## src/rtl/mvm_accumulator.sv

```systemverilog
// mvm_accumulator
//   Accumulates NTILE column-tile partial sums per lane, adds a per-lane bias,
//   then requantizes each lane from Q(WIA).(WFO) to Q(WIR).(WFR) with
//   saturation, and presents the result through a valid/ready handshake.
//
// Configuration macro:
//   MVM_ACC_ROUND_EN  defined   -> round-half-up before the requantize shift
//                     undefined -> truncation (shift rounds toward -inf)
//
// Ports:
//   clk        rising-edge clock
//   reset      synchronous, active-low
//   in_valid   in_data carries a tile partial sum
//   in_ready   block accepts a beat this cycle (registered, high only in ACC)
//   in_data    VP lanes of Q(WIO).(WFO), lane j at [(j+1)*LI-1 : j*LI]
//   bias       VP lanes of Q(WIB).(WFB), must be stable while in BIAS
//   out_valid  out_data/sat_flag are valid
//   out_ready  consumer accepts out_data
//   out_data   VP lanes of Q(WIR).(WFR)
//   sat_flag   per-lane: lane was clamped in the current out_data
//   state_dbg  current FSM state (ACC=0, BIAS=1, RND=2, HOLD=3)
//
// Handshake: a transfer happens at a rising edge where valid and ready are
// both high. in_ready and out_valid are flops, so neither depends
// combinationally on any input.
module mvm_accumulator #(
   parameter int VP    = 3,
   parameter int WIO   = 10,
   parameter int WFO   = 22,
   parameter int WIB   = 4,
   parameter int WFB   = 12,
   parameter int WIR   = 4,
   parameter int WFR   = 12,
   parameter int NTILE = 4,
   parameter int WIA   = 13
) (
   input  logic                      clk,
   input  logic                      reset,
   input  logic                      in_valid,
   output logic                      in_ready,
   input  logic [VP*(WIO+WFO)-1:0]   in_data,
   input  logic [VP*(WIB+WFB)-1:0]   bias,
   output logic                      out_valid,
   input  logic                      out_ready,
   output logic [VP*(WIR+WFR)-1:0]   out_data,
   output logic [VP-1:0]             sat_flag,
   output logic [1:0]                state_dbg
);

   localparam int LI   = WIO + WFO;   // input lane width
   localparam int LB   = WIB + WFB;   // bias lane width
   localparam int WR   = WIR + WFR;   // result lane width
   localparam int WA   = WIA + WFO;   // accumulator width
   localparam int SH_B = WFO - WFB;   // bias alignment shift
   localparam int SH_R = WFO - WFR;   // requantize shift
   localparam int CW   = (NTILE > 1) ? $clog2(NTILE) : 1;

   localparam logic [CW-1:0] CNT_LAST = CW'(NTILE - 1);

`ifdef MVM_ACC_ROUND_EN
   localparam logic signed [WA-1:0] RND_C = WA'(1) << (SH_R - 1);
`else
   localparam logic signed [WA-1:0] RND_C = '0;
`endif

   // Result range expressed at accumulator width; min is the bitwise
   // complement of max in two's complement.
   localparam logic signed [WA-1:0] SAT_MAX = (WA'(1) << (WR - 1)) - WA'(1);
   localparam logic signed [WA-1:0] SAT_MIN = ~SAT_MAX;

   typedef enum logic [1:0] {
      ST_ACC  = 2'd0,
      ST_BIAS = 2'd1,
      ST_RND  = 2'd2,
      ST_HOLD = 2'd3
   } state_t;

   state_t                 state_q, state_d;
   logic [CW-1:0]          cnt_q, cnt_d;
   logic signed [WA-1:0]   acc_q [VP];
   logic signed [WA-1:0]   acc_d [VP];
   logic                   in_ready_q, in_ready_d;
   logic                   out_valid_q, out_valid_d;
   logic [VP*WR-1:0]       out_data_q, out_data_d;
   logic [VP-1:0]          sat_q, sat_d;

   logic signed [WA-1:0]   in_ext   [VP];
   logic signed [WA-1:0]   bias_ext [VP];
   logic [WR-1:0]          lane_res [VP];
   logic [VP-1:0]          lane_sat;

   // Per-lane datapath: operand alignment and requantization.
   for (genvar j = 0; j < VP; j++) begin : g_lane
      logic signed [LI-1:0] in_lane;
      logic signed [LB-1:0] b_lane;
      logic signed [WA-1:0] rsum;
      logic signed [WA-1:0] rshift;
      logic                 over_hi;
      logic                 over_lo;

      assign in_lane     = in_data[j*LI +: LI];
      assign b_lane      = bias[j*LB +: LB];
      assign in_ext[j]   = WA'(in_lane);
      assign bias_ext[j] = WA'(b_lane) <<< SH_B;

      assign rsum    = acc_q[j] + RND_C;
      assign rshift  = rsum >>> SH_R;
      assign over_hi = (rshift > SAT_MAX);
      assign over_lo = (rshift < SAT_MIN);

      assign lane_sat[j] = over_hi | over_lo;
      assign lane_res[j] = over_hi ? WR'(SAT_MAX) :
                           over_lo ? WR'(SAT_MIN) : rshift[WR-1:0];
   end

   always_comb begin
      state_d     = state_q;
      cnt_d       = cnt_q;
      acc_d       = acc_q;
      out_valid_d = out_valid_q;
      out_data_d  = out_data_q;
      sat_d       = sat_q;

      case (state_q)
         ST_ACC: begin
            if (in_valid) begin
               for (int j = 0; j < VP; j++) acc_d[j] = acc_q[j] + in_ext[j];
               if (cnt_q == CNT_LAST) begin
                  cnt_d   = '0;
                  state_d = ST_BIAS;
               end else begin
                  cnt_d = cnt_q + CW'(1);
               end
            end
         end
         ST_BIAS: begin
            for (int j = 0; j < VP; j++) acc_d[j] = acc_q[j] + bias_ext[j];
            state_d = ST_RND;
         end
         ST_RND: begin
            for (int j = 0; j < VP; j++) out_data_d[j*WR +: WR] = lane_res[j];
            sat_d       = lane_sat;
            out_valid_d = 1'b1;
            state_d     = ST_HOLD;
         end
         ST_HOLD: begin
            if (out_valid_q && out_ready) begin
               out_valid_d = 1'b0;
               for (int j = 0; j < VP; j++) acc_d[j] = '0;
               state_d = ST_ACC;
            end
         end
         default: state_d = ST_ACC;
      endcase

      // Registered ready: high exactly when the next state accepts beats.
      in_ready_d = (state_d == ST_ACC);
   end

   always_ff @(posedge clk) begin
      if (!reset) begin
         state_q     <= ST_ACC;
         cnt_q       <= '0;
         for (int j = 0; j < VP; j++) acc_q[j] <= '0;
         in_ready_q  <= 1'b1;
         out_valid_q <= 1'b0;
         out_data_q  <= '0;
         sat_q       <= '0;
      end else begin
         state_q     <= state_d;
         cnt_q       <= cnt_d;
         acc_q       <= acc_d;
         in_ready_q  <= in_ready_d;
         out_valid_q <= out_valid_d;
         out_data_q  <= out_data_d;
         sat_q       <= sat_d;
      end
   end

   assign in_ready  = in_ready_q;
   assign out_valid = out_valid_q;
   assign out_data  = out_data_q;
   assign sat_flag  = sat_q;
   assign state_dbg = state_q;

endmodule

```

## config.mk

```make
export PLATFORM = sky130hd
export DESIGN_NAME = mvm_accumulator
export DESIGN_NICKNAME = d
export VERILOG_FILES = /design/src/rtl/mvm_accumulator.sv
export SDC_FILE = /design/constraint.sdc
export NUM_CORES = 1
export LEC_CHECK = 0
export BUFFER_PORTS_ARGS = -buffer_cell sky130_fd_sc_hd__clkbuf_2
export CORE_ASPECT_RATIO = 0.8
export CORE_MARGIN = 2
export CORE_UTILIZATION = 55
export CTS_BUF_LIST = sky130_fd_sc_hd__clkbuf_4
export DETAILED_ROUTE_END_ITERATION = 7
export GPL_ROUTABILITY_DRIVEN = 1
export HOLD_SLACK_MARGIN = 0.05
export MAX_ROUTING_LAYER = met4
export PLACE_DENSITY = 0.77
export RECOVER_POWER = 50
export SLEW_MARGIN = 20
export SYNTH_ARGS = -nofsm -noshare
export SYNTH_HDL_FRONTEND = slang
export SYNTH_SLANG_ARGS = --single-unit
```

## constraint.sdc

```tcl
create_clock -name clk -period 3.1 [get_ports clk]
set_input_delay 0 -clock clk [delete_from_list [all_inputs] [get_ports clk]]
set_output_delay 0 -clock clk [all_outputs]
set_load 0.02 [all_outputs]
```

==> results of run 1 <==
[cell usage in the layout, fill, tap and decap left out, types with 26 or more instances in the layout]
cell type,n
sky130_fd_sc_hd__nor2_1,172
sky130_fd_sc_hd__dfxtp_1,161
sky130_fd_sc_hd__nand2_1,172
sky130_fd_sc_hd__nand4_1,26
sky130_fd_sc_hd__o221ai_1,28
sky130_fd_sc_hd__xor2_1,49
sky130_fd_sc_hd__inv_1,35
sky130_fd_sc_hd__o21ai_0,191
sky130_fd_sc_hd__nor3_1,28
sky130_fd_sc_hd__ha_1,175
sky130_fd_sc_hd__clkbuf_1,56
sky130_fd_sc_hd__dlygate4sd3_1,51
sky130_fd_sc_hd__clkbuf_2,148
sky130_fd_sc_hd__buf_4,42
sky130_fd_sc_hd__nand3_1,43
sky130_fd_sc_hd__a21oi_1,236
sky130_fd_sc_hd__xnor2_1,95
sky130_fd_sc_hd__a21o_1,90
[sequential cells by signal, indices dropped and copies added (netlist names)]
name and cells:
acc_q 105, out_data 48, sat_flag 3, cnt_q 2, state_dbg 2, in_ready 1
out_valid 1
[stage by stage]
step / hold slack (ns) / worst slack (ns) / util / setup TNS, ns
global route: 0.0735 / -0.0259 / 0.642 / -0.0761
finish: 0.0742 / 0.139 / 0.642 / 0
CTS: 0.0521 / 0.0384 / 0.638 / 0
global placement: 0.343 / 0.114 / 0.609 / 0
detailed placement: 0.355 / 0.0602 / 0.609 / 0
floorplan: 0.168 / 0.318 / - / 0
[worst max-delay path: stages (launching register included)]
cell                       delay (ns)
sky130_fd_sc_hd__dfxtp_1         0.35
sky130_fd_sc_hd__ha_1            0.17
sky130_fd_sc_hd__inv_1           0.06
sky130_fd_sc_hd__fa_1            0.41
sky130_fd_sc_hd__nand2b_4        0.18
sky130_fd_sc_hd__a21oi_4         0.16
sky130_fd_sc_hd__o21ai_2         0.10
sky130_fd_sc_hd__nand3_2         0.10
sky130_fd_sc_hd__a31oi_2         0.15
sky130_fd_sc_hd__o41ai_4         0.43
sky130_fd_sc_hd__buf_4           0.19
sky130_fd_sc_hd__a31oi_1         0.11
sky130_fd_sc_hd__xor2_1          0.18
sky130_fd_sc_hd__o221ai_1        0.17
sky130_fd_sc_hd__o211a_1         0.18
[layer usage]
layer	share of wire	global-route usage
met1	0.45	0.479
met2	0.42	0.511
met3	0.10	0.0668
met4	0.029	0.106
met5	0	-
[area by class of cell]
type / count / share of cell area
well taps: 364 / 0.0261
multi-input cells: 1678 / 0.659
clock inverters: 11 / 0.00796
inverters: 36 / 0.00775
flip-flops and latches: 162 / 0.186
repair buffers: 300 / 0.105
diodes: 2 / 0.000287
clock buffers: 19 / 0.00818
[logic make-up after synthesis]
group / after synthesis / share of synthesized area
AO/OA/AOI/OAI: 803 / 0.340
AND/OR/NAND/NOR: 541 / 0.163
adder cells (fa/ha/maj): 181 / 0.152
flip-flops: 162 / 0.214
XOR/XNOR: 144 / 0.0833
buffers and inverters: 140 / 0.0410
multiplexers: 9 / 0.00595
[worst paths after layout]
kind / end / from / slack [ns]
setup / recovery: acc_q[67]$_SDFFE_PN0P_ / acc_q[35]$_SDFFE_PN0P_ / 0.14
hold / removal: acc_q[51]$_SDFFE_PN0P_ / bias[22] / 0.07
setup reg to reg: acc_q[67]$_SDFFE_PN0P_ / acc_q[35]$_SDFFE_PN0P_ / 0.14
hold reg to reg: acc_q[0]$_SDFFE_PN0P_ / acc_q[0]$_SDFFE_PN0P_ / 0.47
[power by group through the flow]
stage,combinational [mW],sequential (mW),clock (mW)
3_3_place_gp,9.50,3.38,0
5_1_grt,11.2,3.46,1.48
3_5_place_dp,9.65,3.41,0
4_1_cts,9.82,3.36,1.40
2_1_floorplan,7.31,3.31,0
6_report,10.2,3.39,1.38
[repair_timing]
action                                  4_1_cts  5_1_grt
hold buffers                                 51        0
hold endpoints to repair                     54        0
buffers inserted                              0        1
resized for setup                             0       37
endpoints found under the setup margin        0       27
==> out/results.txt, run 1 <==
The tools report the area enclosed by the die boundary as 28,900 um^2. Number of detailed-routing iterations run before antenna repair: 6. The area added between synthesis and finish is 15.1%.

Ranked by instance count, the synthesized netlist is headed by 243 x sky130_fd_sc_hd__a21oi_1, 195 x sky130_fd_sc_hd__o21ai_0, 175 x sky130_fd_sc_hd__ha_1. The number of global-route vias before repair is 15,100, and the slew at the pin with the worst max-slew slack is 1.58 ns. Overall track demand over capacity in global routing: 0.347.

sky130_fd_sc_hd__a21oi_1 is the most common cell in the netlist. The logs give 1 for the number of antenna violations at the first check in global routing and -0.0566 for the worst slew slack as a fraction of its limit. After layout, the design draws a total of 15.0 mW. The post-synthesis cell type count is 86. 203 I/O pins were placed.

TritonCTS built the clock tree. The finished cells cover 17,400 um^2. The count of nets left with antenna violations once routing finished came out at 0. Clock tree synthesis inserted a total of 17 buffers. The longest clock path from root to sink contains 2 buffers.

The proportion of layout cells with a drive suffix above 1 works out to 0.130. The sequential-to-total area share from yosys stat came out at 0.214. IR analysis of the VDD net gives a maximum drop of 0.434 mV.

The switching share of power was 0.499; the post-detailed-placement cell area was 16,500 um^2. The placeable core area was 27,200 um^2. The wire length reported by the detailed router is 49.7 mm. After synthesis the netlist holds a flip-flop and latch count of 162. The final reports fail on max-capacitance violations, max-slew violations. The count of final hold-check violations came out at 0.

The multi-input combinational cells in the finished layout cover a total of 11,500 um^2. The register cell area after layout is 3240 um^2. Die span in x: 190 um.

For the total setup violations reported at the end of the flow, the log shows 0. The design internal power was 7.50 mW. The synthesized design contains 0 enable-type register cells.

Setup repair after global routing could not meet its margin everywhere. The clock reaches the later pin of the worst-skew pair after 0.61 ns. Including well taps, the total number of placed cells is 2,487. For the power share of the sequential group, the log shows 0.226.

Logic gate share of total power: 0.681. The path depth of the worst reg2reg path works out to 14. Final routed wire length divided by cell count: 19.3 um. Portion of synthesized cell area occupied by the leading cell type: 0.214. Leading register cell type out of synthesis: sky130_fd_sc_hd__dfxtp_1.

The post-synthesis area per instance came out at 7.65 um^2. The congestion estimate from routability-driven global placement came to 0.985. The clock-pin transition on the worst setup and hold timing paths was 0.15 ns; the endpoint arrival time on the critical path was 3.52 ns. Dominant cell type by area after synthesis: sky130_fd_sc_hd__dfxtp_1. Proportion of synthesized flip-flops having asynchronous set or reset: 0. The residual overflow from global routing is 0, and the final critical-path share of the clock period is 0.955. In this run the vertical extent of the chip is 152 um. Yosys printed 0 warnings.

The number of nets handed over by synthesis was 2,309. The clock tree skew after final layout came out at 0.0349 ns. Once detailed placement completed, the half-perimeter wirelength came to 36.7 mm.

The run gives 1,980 as the synthesized instance count. Timing would allow up to 338 MHz. The worst setup path is launched from a flop. For this block, the initial DRC count from the detailed router was 1,635. The first global-routing pass estimated 78.8 mm of wire. The mapped netlist covers 15,100 um^2. Leaving out filler cells and counting taps, the final layout contains 2,572.

Dividing the detail-routed via count by the number of cells gives 6.29. In this run the number of H-tree levels came out at 4. The count of input and output buffers is 202, and the endpoint required time on the critical path is 3.66 ns. In this run the worst path has a maximum fanout of 3. The run gives 54 as the number of standard-cell rows in the floorplan. Max capacitance violation total: 1. The critical path is of the flop to flop type.

The tools report the nature of the critical path endpoint as a flop. Yosys attributes the largest share of cell area to sky130_fd_sc_hd__dfxtp_1 21%, sky130_fd_sc_hd__ha_1 14%, sky130_fd_sc_hd__a21oi_1 8.0%, sky130_fd_sc_hd__o21ai_0 6.4%, sky130_fd_sc_hd__xnor2_1 5.5%. The leakage dissipation came out at 7.84 nW. The worst min-delay path class was primary input to flop. The initial standard-cell utilization of the core was 0.558; the total number of vias was 16,200.

The number of nets in the layout was 2,524. The power per cell area was 858 nW/um^2; the cell count of the worst hold path was 5. For the finished layout, the period the worst path requires is 2.96 ns. For the DRC violation count after routing, the log shows 0.

The logs give 19 for the max-slew violation count and 162 for the total clock sinks. The clock tree root buffer cell was sky130_fd_sc_hd__clkbuf_4. The maximum number of pins on one net before global-route repair was 85. The flow ran to the end, but the final reports show violations. In this run the power spent charging and discharging nets is 7.46 mW. The tools report the clock power share as 0.092.

The tools report the layout filler cell count as 2,434.
Note: power is estimated with default switching activity, not from simulation.
==> inputs of run 2 (changes only) <==
- CORE_ASPECT_RATIO: 0.8 -> 1.5
- SKIP_CTS_REPAIR_TIMING: not set -> 1
==> out/results.txt, run 2 (same netlist as run 1, synthesis figures left out) <==
Minimum clock period after layout: 3.05 ns (was 2.96 ns). The DRC marker count from the first detailed-route iteration is 1,126 (was 1,635). The y dimension of the die came out at 207 um (was 152 um). The run gives 328 MHz (was 338 MHz) as the maximum frequency from static timing analysis. The logs give 16,200 (about the same) for the total number of vias and 0.331 (was 0.347) for the overall track demand over capacity in global routing. The tools report the number of standard-cell rows in the floorplan as 74 (was 54).

Library cell contributing the largest single delay on the critical path: sky130_fd_sc_hd__dfxtp_1 (was sky130_fd_sc_hd__o41ai_4). Final critical-path share of the clock period: 0.984 (was 0.955). The most frequent standard cell in the layout excluding fill and tap cells is sky130_fd_sc_hd__a21oi_1 (unchanged). The logs give 1 (was 0) for the count of final hold-check violations and 0.0497 ns (was 0.139 ns) for the setup slack of the critical path after layout. Violated checks: negative hold slack (was max-capacitance violations, max-slew violations). The combined buffer and inverter count along the critical path is 1 (was 2). The routability congestion estimate from global placement is 0.973 (was 0.985), and the residual overflow from global routing is 0 (unchanged). The proportion of layout cells with a drive suffix above 1 was 0.134 (was 0.130); the largest fanout on the critical path was 24 (was 3). The average vias per placed instance is 6.36 (was 6.29), and the wire length of the first global-routing pass is 76.5 mm (was 78.8 mm). The worst min-delay path class is primary input to flop (unchanged). The total CTS buffers was 17 (unchanged). The top-level I/O count is 203 (unchanged). The number of H-tree levels was 4 (unchanged). The overall power was 14.9 mW (was 15.0 mW); the endpoint required time on the critical path was 3.62 ns (was 3.66 ns). Top register by number of flip-flops: acc_q (unchanged). The count of input and output buffers is 202 (unchanged), and the final antenna-violating net count is 0 (unchanged). The endpoint arrival time on the critical path was 3.57 ns (was 3.52 ns). Kind of critical path: flop to flop (unchanged).

Clock-pin transition on the worst setup and hold timing paths: 0.14 ns (was 0.15 ns). The worst slew slack as a fraction of its limit is 0.255 (was -0.0566). The run gives 27,100 um^2 (was 27,200 um^2) as the placeable core area. The logs give 36.6 mm (was 36.7 mm) for the placed wire-length estimate and -0.0105 ns (was 0.0742 ns) for the worst hold slack. Wire length reported by the detailed router: 48.8 mm (was 49.7 mm).

The tools report the total setup violations reported at the end of the flow as 0 (unchanged). The later-pin clock latency in the skew report came out at 0.62 ns (was 0.61 ns). The run gives 0.558 (about the same) as the initial standard-cell utilization of the core.

The tools report the number of detailed-routing iterations run before antenna repair as 7 (was 6). The run finished, with violations left. The worst ir drop on vdd is 0.395 mV (was 0.434 mV).

Commonest non-fill, non-tap cells in the layout: 237 x sky130_fd_sc_hd__a21oi_1, 191 x sky130_fd_sc_hd__o21ai_0, 174 x sky130_fd_sc_hd__ha_1, 173 x sky130_fd_sc_hd__nand2_1, 171 x sky130_fd_sc_hd__nor2_1 (was 236 x sky130_fd_sc_hd__a21oi_1, 191 x sky130_fd_sc_hd__o21ai_0, 175 x sky130_fd_sc_hd__ha_1, 172 x sky130_fd_sc_hd__nand2_1, 172 x sky130_fd_sc_hd__nor2_1). For the worst slack after detailed placement, the log shows -0.0271 ns (was 0.0602 ns). The highest cell delay on the worst timing path is 0.86 ns (was 0.43 ns). The max capacitance violation total is 0 (was 1).

The clock tree root buffer cell was sky130_fd_sc_hd__clkbuf_4 (unchanged). The tools report the DRC violation count after routing as 0 (unchanged). The final cell count without fillers was 2,542 (was 2,572); the clock tree skew after final layout was 0.0344 ns (was 0.0349 ns).

Deepest clock path buffer count: 2 (unchanged). The number of placed cells counting well taps is 2,468 (was 2,487). Series of cell instances along the critical path: buf_4, o21a_2, nand2_1, or3_1, o221ai_1 (was ha_1, inv_1, fa_1, nand2b_4, a21oi_4, o21ai_2, nand3_2, a31oi_2, o41ai_4, buf_4, a31oi_1, xor2_1, o221ai_1, o211a_1). For the number of nets in the layout, the log shows 2,515 (was 2,524). The layout filler cell count is 2,493 (was 2,434), and the number of global-route vias before repair is 15,700 (was 15,100).

The number of flip-flops in the largest register came out at 105 (unchanged). TritonCTS built the clock tree. The slew at the pin with the worst max-slew slack was 1.11 ns (was 1.58 ns). The cell type group with the largest total delay on the critical path was simple AND/OR/NAND/NOR gates (was compound AO/OA/AOI/OAI gates). The area added between synthesis and finish works out to 14.0% (was 15.1%).

The element type at the critical path start is a flop (unchanged). The max-slew violation count is 0 (was 19). Power per cell area: 860 nW/um^2 (was 858 nW/um^2). The die span in x was 140 um (was 190 um); the maximum number of pins on one net before global-route repair was 85 (unchanged). The leakage dissipation was 7.78 nW (was 7.84 nW). The final routed wire length divided by cell count works out to 19.2 um (was 19.3 um). The run gives 162 (unchanged) as the total clock sinks. Setup repair after global routing could not meet its margin everywhere. The run gives 0.637 (was 0.642) as the end-of-flow core utilization. The tools report the area enclosed by the die boundary as 28,900 um^2 (about the same). For the number of antenna violations at the first check in global routing, the log shows 1 (unchanged). The tools report the nature of the critical path endpoint as a flop (unchanged).
run 2: cell count changes in the layout (fill, tap and decap cells not counted), sizes merged:
cell	previous run	this run
buf	45	47
bufinv	3	2
clkbuf	223	225
clkinv	5	7
diode	2	1
dlygate4sd3	51	38
inv	37	38
run 2: path summary, 6_finish.rpt:
path                                         startpoint                endpoint  slack (ns)  cells past startpoint
worst max-delay path            state_dbg[0]$_SDFF_PN0_  acc_q[28]$_SDFFE_PN0P_        0.05                      5
worst min-delay path                        in_data[92]  acc_q[28]$_SDFFE_PN0P_       -0.01                      4
worst max register to register  state_dbg[0]$_SDFF_PN0_  acc_q[28]$_SDFFE_PN0P_        0.05                      5
worst min register to register    acc_q[0]$_SDFFE_PN0P_   acc_q[0]$_SDFFE_PN0P_        0.46                      2
run 2: area by class of cell:
type | instances | area (um^2) | share of cell area
Multi-Input combinational cell | 1678 | 11500 | 0.664
Sequential cell | 162 | 3250 | 0.188
Timing Repair Buffer | 291 | 1710 | 0.0988
Tap cell | 342 | 428 | 0.0248
Clock buffer | 19 | 143 | 0.00826
Clock inverter | 13 | 136 | 0.00789
Inverter | 36 | 135 | 0.00782
Antenna cell | 1 | 2.50 | 0.000145
run 2: metrics by stage:
stage / setup TNS [ns] / instance area, um^2 / hold slack (ns)
after global placement: 0 / 16500 / 0.341
after detailed placement: -0.0740 / 16500 / 0.355
after global routing: -0.180 / 17300 / 0.0511
after floorplan: 0 / 15100 / 0.168
final: 0 / 17300 / -0.0105
after CTS: -0.210 / 16800 / -0.307
run 2: power by group:
| group | switching [mW] | internal, mW |
|---|---|---|
| clock network | 0.850 | 0.496 |
| logic | 5.87 | 4.24 |
| registers | 0.706 | 2.69 |
run 2: tightest hold or removal path, cell delays in order:
cell	delay, ns
sky130_fd_sc_hd__clkbuf_2	0.08
sky130_fd_sc_hd__ha_1	0.23
sky130_fd_sc_hd__or3_1	0.14
sky130_fd_sc_hd__o221ai_1	0.09
run 2: routing by layer:
metal  part of all wire  track usage  wire length (um)  up-vias
met5                  0            -                 0        -
met4              0.065        0.200              3190        0
met3              0.051       0.0344              2470      202
met2               0.50        0.584             24300      636
met1               0.39        0.356             18800     7517
li1                   -            -                 -     7812
==> inputs of run 3 (changes only) <==
- CORE_UTILIZATION: 55 -> 30
- PLACE_DENSITY: 0.77 -> 0.45
==> out/results.txt, run 3 (same netlist as run 1, synthesis figures left out) <==
The logs give 0.249 (was 0.356) for the met1 track demand over resource and 0.0225 (was 0.0344) for the met3 track demand over resource. Violated checks: negative hold slack (unchanged). The later-pin clock latency in the skew report came out at 0.72 ns (was 0.62 ns). The flow ran to the end, but the final reports show violations. For the top-level I/O count, the log shows 203 (unchanged). TritonCTS built the clock tree. The highest cell delay on the worst timing path came out at 0.45 ns (was 0.86 ns).

The number of global-route vias before repair is 16,100 (was 15,700). The run gives 0.304 (was 0.558) as the initial standard-cell utilization of the core. Number of flip-flops in the largest register: 105 (unchanged).

For the post-detailed-placement cell area, the log shows 17,300 um^2 (was 16,500 um^2). The clock tree skew after final layout was 0.0424 ns (was 0.0344 ns). The count of input and output buffers was 202 (unchanged).

The power per cell area works out to 835 nW/um^2 (was 860 nW/um^2). The global routing usage on met2 was 0.447 (was 0.584); the worst slack after detailed placement was -0.106 ns (was -0.0271 ns). The total setup violations reported at the end of the flow is 0 (unchanged). The run gives 0.881 (was 0.973) as the routability congestion estimate from global placement. The proportion of layout cells with a drive suffix above 1 was 0.156 (was 0.134); the end-of-flow core utilization was 0.377 (was 0.637). The total clock sinks was 162 (unchanged); the combined buffer and inverter count along the critical path was 0 (was 1). The most frequent standard cell in the layout excluding fill and tap cells was sky130_fd_sc_hd__a21oi_1 (unchanged).

Endpoint arrival time on the critical path: 3.64 ns (was 3.57 ns). The run gives 16,100 (was 16,200) as the total number of vias. The average vias per placed instance was 5.41 (was 6.36); the final routed wire length divided by cell count was 20.3 um (was 19.2 um). The number of nets in the layout was 2,625 (was 2,515). The cell type group with the largest total delay on the critical path is compound AO/OA/AOI/OAI gates (was simple AND/OR/NAND/NOR gates).

Endpoint required time on the critical path: 3.76 ns (was 3.62 ns). The final critical-path share of the clock period was 0.963 (was 0.984); the placeable core area was 49,800 um^2 (was 27,100 um^2). The placed wire-length estimate is 45.1 mm (was 36.6 mm). Commonest non-fill, non-tap cells in the layout: 231 x sky130_fd_sc_hd__a21oi_1, 191 x sky130_fd_sc_hd__o21ai_0, 173 x sky130_fd_sc_hd__ha_1, 170 x sky130_fd_sc_hd__nand2_1, 170 x sky130_fd_sc_hd__nor2_1 (was 237 x sky130_fd_sc_hd__a21oi_1, 191 x sky130_fd_sc_hd__o21ai_0, 174 x sky130_fd_sc_hd__ha_1, 173 x sky130_fd_sc_hd__nand2_1, 171 x sky130_fd_sc_hd__nor2_1). The leakage dissipation was 8.29 nW (was 7.78 nW).

The top register by number of flip-flops is acc_q (unchanged). The largest fanout on the critical path works out to 3 (was 24). The worst min-delay path class was primary input to flop (unchanged).

The residual overflow from global routing was 0 (unchanged); the wire length of the first global-routing pass was 91.4 mm (was 76.5 mm). The number of H-tree levels was 4 (unchanged). The worst hold slack came out at -0.0191 ns (was -0.0105 ns).

The max capacitance violation total is 0 (unchanged), and the wire length reported by the detailed router is 60.2 mm (was 48.8 mm). For the number of standard-cell rows in the floorplan, the log shows 100 (was 74). The run gives 0.232 (was 0.331) as the overall track demand over capacity in global routing. The run gives 52,300 um^2 (was 28,900 um^2) as the area enclosed by the die boundary.

The tools report the nature of the critical path endpoint as a flop (unchanged). Clock tree root buffer cell: sky130_fd_sc_hd__clkbuf_4 (unchanged). Setup repair after global routing could not meet its margin everywhere.

The maximum number of pins on one net before global-route repair was 111 (was 85); the maximum frequency from static timing analysis was 335 MHz (was 328 MHz). The run gives 2 (unchanged) as the deepest clock path buffer count. Series of cell instances along the critical path: ha_1, fa_1, a211oi_2, o211ai_1, a21oi_2, o31ai_4, nand2_1, nand2_1, a21oi_1, o21ba_2, mux2i_1, o221a_2 (was buf_4, o21a_2, nand2_1, or3_1, o221ai_1). The y dimension of the die works out to 279 um (was 207 um). The minimum clock period after layout is 2.98 ns (was 3.05 ns), and the final instance area is 18,800 um^2 (was 17,300 um^2).

The number of detailed-routing iterations run before antenna repair was 8 (was 7); the clock-pin transition on the worst setup and hold timing paths was 0.17 ns (was 0.14 ns). The number of antenna violations at the first check in global routing was 2 (was 1). The run gives 711 (was 1,126) as the DRC marker count from the first detailed-route iteration. The tools report the final antenna-violating net count as 0 (unchanged). The slew at the pin with the worst max-slew slack is 0.825 ns (was 1.11 ns). Library cell contributing the largest single delay on the critical path: sky130_fd_sc_hd__fa_1 (was sky130_fd_sc_hd__dfxtp_1).

The most congested layer reported by global routing is met2 (unchanged). The die span in x was 187 um (was 140 um); the total CTS buffers was 17 (unchanged). In this design, the critical path's most frequently occurring cell is sky130_fd_sc_hd__nand2_1.

The run gives 0.323 mV (was 0.395 mV) as the worst ir drop on vdd. The max-slew violation count is 0 (unchanged). Area added between synthesis and finish: 23.8% (was 14.0%). The worst slew slack as a fraction of its limit came out at 0.450 (was 0.255). The kind of critical path is flop to flop (unchanged). The DRC violation count after routing was 0 (unchanged); the count of final hold-check violations was 2 (was 1).

The element type at the critical path start is a flop (unchanged). For the setup slack of the critical path after layout, the log shows 0.116 ns (was 0.0497 ns).
==> run 3: cell count changes in the layout (fill, tap and decap cells not counted), sizes merged <==
| cell | before | now |
|---|---|---|
| buf | 47 | 98 |
| bufinv | 2 | 0 |
| inv | 38 | 43 |
| diode | 1 | 2 |
| clkinv | 7 | 4 |
| clkinvlp | 2 | 3 |
| dlygate4sd3 | 38 | 97 |
| clkbuf | 225 | 224 |
==> run 3: power breakdown <==
group          leakage [nW]  internal [mW]  switching, mW
logic                  6.82           4.70           6.24
clock network         0.133          0.351           1.02
registers              1.33           2.69          0.659
total                  8.29           7.75           7.93
==> run 3: per-layer routing <==
| metal | vias up | share of wire |
|---|---|---|
| met5 | - | 0 |
| met1 | 7719 | 0.41 |
| li1 | 8022 | - |
| met4 | 0 | 0.020 |
| met3 | 65 | 0.024 |
| met2 | 282 | 0.55 |
==> run 3: final timing paths <==
kind | start | endpoint | slack, ns | cells past startpoint
setup reg to reg | acc_q[10]$_SDFFE_PN0P_ | acc_q[32]$_SDFFE_PN0P_ | 0.12 | 12
hold / removal | in_data[13] | acc_q[83]$_SDFFE_PN0P_ | -0.02 | 6
hold reg to reg | acc_q[35]$_SDFFE_PN0P_ | acc_q[35]$_SDFFE_PN0P_ | 0.47 | 2
setup / recovery | acc_q[10]$_SDFFE_PN0P_ | acc_q[32]$_SDFFE_PN0P_ | 0.12 | 12
==> run 3: layout make-up <==
class	instances	area, um^2
multi-input cells	1678	11600
inverters	36	135
clock inverters	14	121
fillers	5425	31000
well taps	663	830
clock buffers	18	135
flip-flops and latches	162	3250
repair buffers	401	2730
diodes	2	5.00
==> run 3: worst min-delay path: stages <==
cell	delay, ns
sky130_fd_sc_hd__clkbuf_2	0.08
sky130_fd_sc_hd__ha_1	0.21
sky130_fd_sc_hd__xnor2_1	0.14
sky130_fd_sc_hd__o221ai_1	0.11
sky130_fd_sc_hd__o21ai_0	0.08
sky130_fd_sc_hd__nor2_1	0.04
==> run 3: through the flow <==
step	instances	power [mW]	hold slack, ns	setup TNS (ns)
6_report	2974	15.7	-0.0191	0
5_1_grt	2974	17.1	0.0430	-0.138
4_1_cts	2871	15.3	-0.454	-0.602
3_5_place_dp	2839	13.9	0.353	-0.436
3_3_place_gp	2839	13.8	0.354	-0.385
2_1_floorplan	1980	10.6	0.168	0
